==> config.mk <==
export PLATFORM = sky130hd
export DESIGN_NAME = keypad_scanner
export DESIGN_NICKNAME = d
export VERILOG_FILES = /design/src/rtl/calc_pkg.sv /design/src/rtl/keypad_scanner_sync2.sv /design/src/rtl/keypad_scanner.sv
export SDC_FILE = /design/constraint.sdc
export NUM_CORES = 1
export LEC_CHECK = 0
export BUFFER_PORTS_ARGS = -buffer_cell sky130_fd_sc_hd__buf_2
export CORE_MARGIN = 4
export CORE_UTILIZATION = 60
export DETAILED_ROUTE_END_ITERATION = 16
export GPL_TIMING_DRIVEN = 0
export PLACE_DENSITY = 0.79
export RECOVER_POWER = 100
export SLEW_MARGIN = 25
export SYNTH_ARGS = -nofsm -noshare
export SYNTH_HDL_FRONTEND = slang
export SYNTH_SLANG_ARGS = --single-unit
==> constraint.sdc <==
create_clock -name clk -period 3.1 [get_ports clk]
set_input_delay 0.31 -clock clk [delete_from_list [all_inputs] [get_ports clk]]
set_output_delay 0.31 -clock clk [all_outputs]
set_load 0.02 [all_outputs]
==> src/rtl/calc_pkg.sv <==
// Shared calculator definitions: key codes, keypad map and scanner state encoding.
package calc_pkg;

  localparam logic [3:0] KEY_ADD = 4'd10;
  localparam logic [3:0] KEY_SUB = 4'd11;
  localparam logic [3:0] KEY_MUL = 4'd12;
  localparam logic [3:0] KEY_DIV = 4'd13;
  localparam logic [3:0] KEY_CLR = 4'd14;
  localparam logic [3:0] KEY_EQ  = 4'd15;

  typedef enum logic [1:0] {SCAN, DEBOUNCE, EMIT, RELEASE} scan_state_e;

  // idx = row*4 + col; rows read "1 2 3 A", "4 5 6 B", "7 8 9 C", "* 0 # D"
  function automatic logic [3:0] key_map(input logic [3:0] idx);
    logic [3:0] v;
    case (idx)
      4'd0:  v = 4'd1;
      4'd1:  v = 4'd2;
      4'd2:  v = 4'd3;
      4'd3:  v = KEY_ADD;
      4'd4:  v = 4'd4;
      4'd5:  v = 4'd5;
      4'd6:  v = 4'd6;
      4'd7:  v = KEY_SUB;
      4'd8:  v = 4'd7;
      4'd9:  v = 4'd8;
      4'd10: v = 4'd9;
      4'd11: v = KEY_MUL;
      4'd12: v = KEY_CLR;
      4'd13: v = 4'd0;
      4'd14: v = KEY_EQ;
      default: v = KEY_DIV;
    endcase
    return v;
  endfunction

  // Column index of the low bit; only meaningful when exactly one bit is low.
  function automatic logic [1:0] low_idx(input logic [3:0] cols);
    logic [1:0] i;
    case (cols)
      4'b1110: i = 2'd0;
      4'b1101: i = 2'd1;
      4'b1011: i = 2'd2;
      default: i = 2'd3;
    endcase
    return i;
  endfunction

  function automatic logic [3:0] row_drive(input logic [1:0] r);
    return ~(4'b0001 << r);
  endfunction

endpackage

==> src/rtl/keypad_scanner_sync2.sv <==
// Two-flop synchroniser for asynchronous inputs; resets to all-ones (idle columns).
module sync2 #(
  parameter int W = 4
) (
  input  logic         clk,
  input  logic         rst,
  input  logic [W-1:0] d,
  output logic [W-1:0] q
);

  logic [W-1:0] meta;

  always_ff @(posedge clk or posedge rst) begin
    if (rst) begin
      meta <= '1;
      q    <= '1;
    end else begin
      meta <= d;
      q    <= meta;
    end
  end

endmodule

==> src/rtl/keypad_scanner.sv <==
// 4x4 matrix keypad scanner: row scan, debounced press/release, one event per press.
module keypad_scanner
  import calc_pkg::*;
#(
  parameter int SETTLE_CYCLES   = 500,
  parameter int DEBOUNCE_CYCLES = 1000000
) (
  input  logic       clk,
  input  logic       rst,
  input  logic [3:0] col_n,
  output logic [3:0] row_n,
  output logic       key_valid,
  output logic [3:0] key_value,
  output logic       key_is_digit,
  output logic       key_held
);

  localparam int CMAX = (SETTLE_CYCLES > DEBOUNCE_CYCLES) ? SETTLE_CYCLES : DEBOUNCE_CYCLES;
  localparam int CW   = $clog2(CMAX + 1);
  localparam logic [CW-1:0] SETTLE_LAST = CW'(SETTLE_CYCLES - 1);
  localparam logic [CW-1:0] DEB_LAST    = CW'(DEBOUNCE_CYCLES - 1);

  logic [3:0]    col_s;
  scan_state_e   state;
  logic [CW-1:0] cnt;
  logic [1:0]    row;
  logic [1:0]    cap_col;
  logic [3:0]    cap_pat;
  logic          one_low;
  logic [3:0]    hit_val;

  sync2 #(.W(4)) u_sync (
    .clk (clk),
    .rst (rst),
    .d   (col_n),
    .q   (col_s)
  );

  // More than one low column is treated as ghosting and skipped.
  assign one_low = ($countones(~col_s) == 1);
  assign hit_val = key_map({row, cap_col});

  always_ff @(posedge clk or posedge rst) begin
    if (rst) begin
      state        <= SCAN;
      cnt          <= '0;
      row          <= 2'd0;
      row_n        <= 4'b1110;
      cap_col      <= 2'd0;
      cap_pat      <= 4'hF;
      key_valid    <= 1'b0;
      key_value    <= 4'd0;
      key_is_digit <= 1'b0;
      key_held     <= 1'b0;
    end else begin
      key_valid <= 1'b0;
      case (state)
        SCAN: begin
          if (cnt == SETTLE_LAST) begin
            cnt <= '0;
            if (one_low) begin
              cap_pat <= col_s;
              cap_col <= low_idx(col_s);
              state   <= DEBOUNCE;
            end else begin
              row   <= row + 2'd1;
              row_n <= row_drive(row + 2'd1);
            end
          end else begin
            cnt <= cnt + 1'b1;
          end
        end
        DEBOUNCE: begin
          if (col_s != cap_pat) begin
            cnt   <= '0;
            row   <= row + 2'd1;
            row_n <= row_drive(row + 2'd1);
            state <= SCAN;
          end else if (cnt == DEB_LAST) begin
            cnt   <= '0;
            state <= EMIT;
          end else begin
            cnt <= cnt + 1'b1;
          end
        end
        EMIT: begin
          key_valid    <= 1'b1;
          key_value    <= hit_val;
          key_is_digit <= (hit_val <= 4'd9);
          key_held     <= 1'b1;
          cnt          <= '0;
          state        <= RELEASE;
        end
        RELEASE: begin
          // Row stays on the held key, so other keys cannot start an event.
          if (col_s != 4'hF) begin
            cnt <= '0;
          end else if (cnt == DEB_LAST) begin
            cnt      <= '0;
            key_held <= 1'b0;
            row      <= row + 2'd1;
            row_n    <= row_drive(row + 2'd1);
            state    <= SCAN;
          end else begin
            cnt <= cnt + 1'b1;
          end
        end
        default: state <= SCAN;
      endcase
    end
  end

endmodule

==> impl_results.md, run 1 <==
- Failing checks: capacitance limit, slew limit
- Status: finished with violations
- Top cells by area, synth: dfrtp_1 34%, dfstp_2 16%, ha_1 7.5%
- Worst Hold Depth: 1
- Port bufs: 16
- Share of cells above drive strength 1: 16.0%
- Clock latency on the worst-skew pair: 0.30 ns
- WL per Instance: 13.4 microns
- Diode count: 0
- Share of the synthesized area in the top cell type: 33.9%
- DRT antenna net count: 0
- Clock Tree Root: clkbuf_8
- FF+latch count, synth: 49
- TritonRoute pass-1 iters: 4
- Initial DRC Count: 104
- Drt via density: 5.51
- Worst Slack Setup Final: 0.175 ns
- Antenna violations before repair: 0
- Post-CTS setup buffers: 0
- Reg2reg setup slack: 0.17 ns
- Row Count: 23
- Vias in the first global route: 1,625
- Clock-pin transition on the worst setup and hold timing paths: 0.08 ns
- Largest net degree at the start of global routing: 33
- Ys async rst share: 100%
- CTS sink cnt: 49
- Slew @ Worst Pin: 1.67 ns
- Leakage: 1.19 nW
- Syn_area_per_cell: 10.9 sq um
- Area grow syn2layout: 7.43%
- Die height: 72.6 microns
- CP startpoint kind: flip-flop
- Critical path data arrival time: 3.11 ns
- Total design power: 1.05 mW
- Fin Setup TNS: 0 ns
- FMAX: 0.342 GHz
- HP Class: primary input to flip-flop
- Place WS: 0.149 ns
- Total congestion overflow: 0
- Reg-to-Reg Start: u_sync.q[3]
- Die area: 5280 sq um
- Final min period: 2.93 ns
- Core area: 4030 sq um
- Crit share post-route: 94.4%
- RSZ-0062 raised after global routing: false
- IO Count: 17
- Req. time, crit path: 3.29 ns
- PwrDens: 390 nW/um^2
- Worst VDD drop: 334 uV
- CTS Buf Count: 5
- Cell taking the most area after synthesis: dfrtp_1
- Via count: 1,687
- YS warnings: 0
- Deepest clock path buffer count: 2
- Yosys cell types: 44
- FF-to-FF End: cap_col[0]
- Routability Congestion: 0.818
- GRT Util Overall: 18.1%
- Slew HR: -11.1%
- Type of destination of the critical path: flip-flop
- Reg2Reg Depth: 7
- Synth Net Count: 252
- Syn Inst Count: 230
- TritonCTS clock tree: built
- Max Cap Viol: 1
- Final WL: 4100 microns
- Final design utilization: 66.9%
- Dpl hpwl: 3050 microns
- Crit-path max FO: 7
- H-tree levels: 2
- Final #Nets: 277
- Die W: 72.6 microns
- Drc violations: 0
- Post-synthesis instance area: 2510 sq um
- First-pass GRT wire length: 7360 microns
- WHS Endpoint: u_sync.meta[2]
- Slew Limit Fails: 33
- Post-synth EDFFs: 0
- Clk_skew: 0.0107 ns
- Final hold violation count: 0
- Final setup violation count: 0
- Kind of critical path: flip-flop to flip-flop
- Initial Util: 62.2%
- Most used DFF post-synth: dfrtp_1
- HP Start: col_n[2]
- Sequential area share after synthesis: 49.7%
==> cells in the mapped netlist (2+ instances only) <==
master    count
and3_1        3
clkbuf_1      3
a21oi_1       6
and4_1        2
nand2_1      18
mux2i_1       5
nor3_1        3
inv_1        18
ha_1         15
xor2_1       13
nor2_1       27
dfrtp_1      34
o21ai_0       9
dfstp_2      15
xnor2_1      10
mux2_2        6
buf_2         2
nand4_1       8
nand3_1       8
==> layout make-up <==
type	instances	area (sq um)
Clock inverter	2	10.0
Tap cell	50	62.6
Clock buffer	6	72.6
Timing Repair Buffer	18	80.1
Inverter	18	67.6
Sequential cell	49	1240
Multi-Input combinational cell	158	1140
Buffer	5	18.8
Fill cell	344	1340
==> repair_timing <==
action | in CTS | in global routing
hold buffers | 1 | 0
resized for setup | 0 | 0
hold endpoints to repair | 5 | 0
endpoints found under the setup margin | 0 | 0
==> routing by layer <==
metal | share of wire [%] | track usage, % | routed length, microns
met1 | 46 | 23.8 | 1890
met2 | 48 | 29.0 | 1950
met3 | 4.6 | 4.13 | 190
met4 | 1.7 | 7.38 | 70
met5 | 0 | 0 | 0
==> report_power, final <==
part | internal (mW) | leakage [nW] | switching [mW] | total, mW
clock network | 0.157 | 0.0450 | 0.200 | 0.356
registers | 0.649 | 0.617 | 0.00594 | 0.655
logic | 0.0153 | 0.529 | 0.0249 | 0.0402
total | 0.821 | 1.19 | 0.231 | 1.05
==> how the worst max path moves through the flow <==
stage	startpoint	to	slack, ns	cells after the start
finish	u_sync.q[3]	cap_col[0]	0.17	7
global route	rst	cnt[0]	0.05	4
floorplan	u_sync.q[1]	cap_col[0]	0.36	7
global placement	u_sync.q[3]	cap_col[1]	0.23	7
CTS	u_sync.q[3]	cap_col[0]	0.14	7
detailed placement	u_sync.q[3]	cap_col[0]	0.15	7
==> through the flow <==
step,instance area [sq um],hold WS (ns),std cells
after floorplan,2510,0.314,230
after global placement,2650,0.345,296
after detailed placement,2670,0.315,297
after CTS,2760,0.0863,306
after global routing,2690,0.0834,306
final,2690,0.0999,306
==> placed cells by master, fill, tap and decap left out, types with 3 or more instances in the layout <==
cell | netlist | layout
clkbuf_8 | 0 | 5
o21ai_0 | 9 | 9
xor2_1 | 13 | 13
mux2_2 | 6 | 7
mux2i_1 | 5 | 5
and3_1 | 3 | 4
nor2_1 | 27 | 27
nand2_1 | 18 | 18
dfstp_2 | 15 | 15
xnor2_1 | 10 | 10
clkbuf_1 | 3 | 18
nor3_1 | 3 | 3
ha_1 | 15 | 15
nand3_1 | 8 | 9
a21oi_1 | 6 | 6
inv_1 | 18 | 18
dfrtp_1 | 34 | 34
nand4_1 | 8 | 8
buf_2 | 2 | 5
==> worst max-delay path: stages, from the launching register on <==
cell and delay (ns):
dfstp_2 0.61, fa_1 0.42, inv_1 0.07, ha_1 0.14
ha_1 0.22, or3b_2 0.52, nor4_4 0.45, mux2_2 0.39
==> cells by family after synthesis <==
| logic type | synth area share [%] |
|---|---|
| buffers and inverters | 3.54 |
| muxes | 6.19 |
| and+or+nand+nor | 17.8 |
| adders and majority gates | 8.28 |
| AOI/OAI and AO/OA | 6.49 |
| DFF | 49.7 |
| xor gates and xnor gates | 8.03 |
==> registers in the layout, indices dropped and copies added (netlist names), named ones only <==
| register | count |
|---|---|
| u_sync.q | 4 |
| key_held | 1 |
| cap_pat | 4 |
| key_is_digit | 1 |
| cnt | 20 |
| key_value | 4 |
| row_n | 4 |
| state | 1 |
| key_valid | 1 |
| u_sync.meta | 4 |
| row | 2 |
| cap_col | 2 |
Power figures use the tool's default switching activity.
==> inputs of run 2 (changes only) <==
- CORE_UTILIZATION: 60 -> 54
- PLACE_DENSITY: 0.79 -> 0.75
- clock period: 3.1 -> 2.45 ns (I/O delays scaled with it)
==> impl_results.md, run 2 (synthesis results as in run 1) <==
- Final design utilization: 65.6%
- Port bufs: 16
- Antenna violations before repair: 0
- PwrDens: 478 nW/um^2
- Clk_skew: 0.00777 ns
- Slew Limit Fails: 0
- Max Cap Viol: 0
- Largest net degree at the start of global routing: 29
- Die area: 5800 sq um
- Vias in the first global route: 1,766
- Max reg flops: 20
- Fillers: 372
- Diode count: 0
- Sequential share of power: 59.7%
- TritonCTS clock tree: built
- RSZ-0062 raised after global routing: true
- Slew HR: 49.8%
- Sw frac: 21.9%
- Crit share post-route: 104%
- Final WL: 4400 microns
- Leakage: 1.28 nW
- Final min period: 2.54 ns
- Initial DRC Count: 83
- NetSw: 303 uW
- Type of destination of the critical path: flip-flop
- GRT Util Overall: 16.5%
- Initial Util: 56.8%
- Hold_ws: 0.0360 ns
- Core area: 4410 sq um
- Worst Slack Setup Final: -0.0887 ns
- Internal cell power: 1.08 mW
- Crit-path max FO: 5
- FMAX: 0.394 GHz
- Share of cells above drive strength 1: 23.4%
- Worst VDD drop: 392 uV
- Most frequent cells in the layout: 34 x dfrtp_1, 27 x nor2_1, 18 x nand2_1
- Drt via density: 5.47
- Clock Tree Root: clkbuf_8
- DRT antenna net count: 0
- Top reg by flops: cnt
- Slew @ Worst Pin: 0.752 ns
- H-tree levels: 2
- Area grow syn2layout: 15.5%
- Via count: 1,734
- Die height: 76.1 microns
- Clock latency on the worst-skew pair: 0.30 ns
- CP startpoint kind: flip-flop
- Combinational share of power: 5.6%
- Seq. cell area: 1240 sq um
- Multi-input logic area: 1250 sq um
- First-pass GRT wire length: 7830 microns
- Final setup violation count: 12
- Die W: 76.1 microns
- Drc violations: 0
- Deepest clock path buffer count: 2
- WL per Instance: 13.9 microns
- Req. time, crit path: 2.68 ns
- Clock-pin transition on the worst setup and hold timing paths: 0.08 ns
- Kind of critical path: flip-flop to flip-flop
- HP Class: primary input to flip-flop
- Clock Power Share: 34.7%
- Status: finished with violations
- Final hold violation count: 0
- Row Count: 24
- Failing checks: setup timing
- Final #Nets: 286
- CTS Buf Count: 5
- Dpl hpwl: 3060 microns
- Critical path data arrival time: 2.76 ns
- IO Count: 17
- Routability Congestion: 0.818
- CTS sink cnt: 49
- TritonRoute pass-1 iters: 4
- Most common cell after layout, fill and taps aside: dfrtp_1
- Total congestion overflow: 0
## run 2: path summary, 6_finish.rpt
check / start / to / slack [ns] / depth (start not counted)
min in group asynchronous: rst / cnt[15] / 0.62 / 3
setup / recovery: u_sync.q[1] / row_n[1] / -0.09 / 10
hold / removal: col_n[3] / u_sync.meta[3] / 0.04 / 1
max in group asynchronous: rst / key_value[1] / 0.70 / 4
setup reg to reg: u_sync.q[1] / row_n[1] / -0.09 / 10
hold reg to reg: u_sync.meta[0] / u_sync.q[0] / 0.36 / 0
## run 2: stage by stage
| step | TNS (ns) | instances | area (sq um) | power, mW | setup slack, ns |
|---|---|---|---|---|---|
| floorplan | -0.711 | 230 | 2530 | 0.889 | -0.103 |
| global placement | -1.91 | 298 | 2680 | 0.902 | -0.247 |
| detailed placement | -2.80 | 299 | 2700 | 0.910 | -0.339 |
| CTS | -1.30 | 315 | 2890 | 1.40 | -0.172 |
| global route | -2.60 | 317 | 2900 | 1.45 | -0.208 |
| finish | -0.755 | 317 | 2900 | 1.38 | -0.0887 |
## run 2: worst max-delay path: stages, from the launching register on
cell and delay [ns]:
dfstp_2 0.39, fa_1 0.54, inv_2 0.05, ha_4 0.15, ha_4 0.25, or3b_4 0.14
a21oi_2 0.05, o21bai_4 0.19, a221oi_4 0.32, buf_4 0.18, mux2i_1 0.19
## run 2: timing repair
action | in CTS | in global routing
pin swaps | 5 | 4
hold buffers | 1 | 0
gates cloned | 0 | 0
endpoints found under the setup margin | 12 | 32
endpoints found under the hold margin | 12 | 0
resized for setup | 7 | 8
setup buffers | 7 | 2
## run 2: area by class of cell
class / instances / area share, %
plain buffers: 5 / 0.908
clock buffers: 6 / 2.85
clock inverters: 2 / 0.303
inverters: 18 / 2.33
multi-input cells: 158 / 43.1
flip-flops and latches: 49 / 43.0
well taps: 52 / 2.25
repair buffers: 27 / 5.27
## run 2: power groups by stage
stage	clock, mW	sequential [mW]	combinational, mW
after global placement	0	0.843	0.0584
final	0.480	0.825	0.0775
after floorplan	0	0.842	0.0473
after detailed placement	0	0.844	0.0663
after global routing	0.532	0.827	0.0877
after CTS	0.493	0.826	0.0836
## run 2: routing by layer
layer	track usage (%)	routed length [microns]
met5	0	0
met4	6.29	87
met3	4.02	152
met2	27.0	2080
met1	21.1	2080
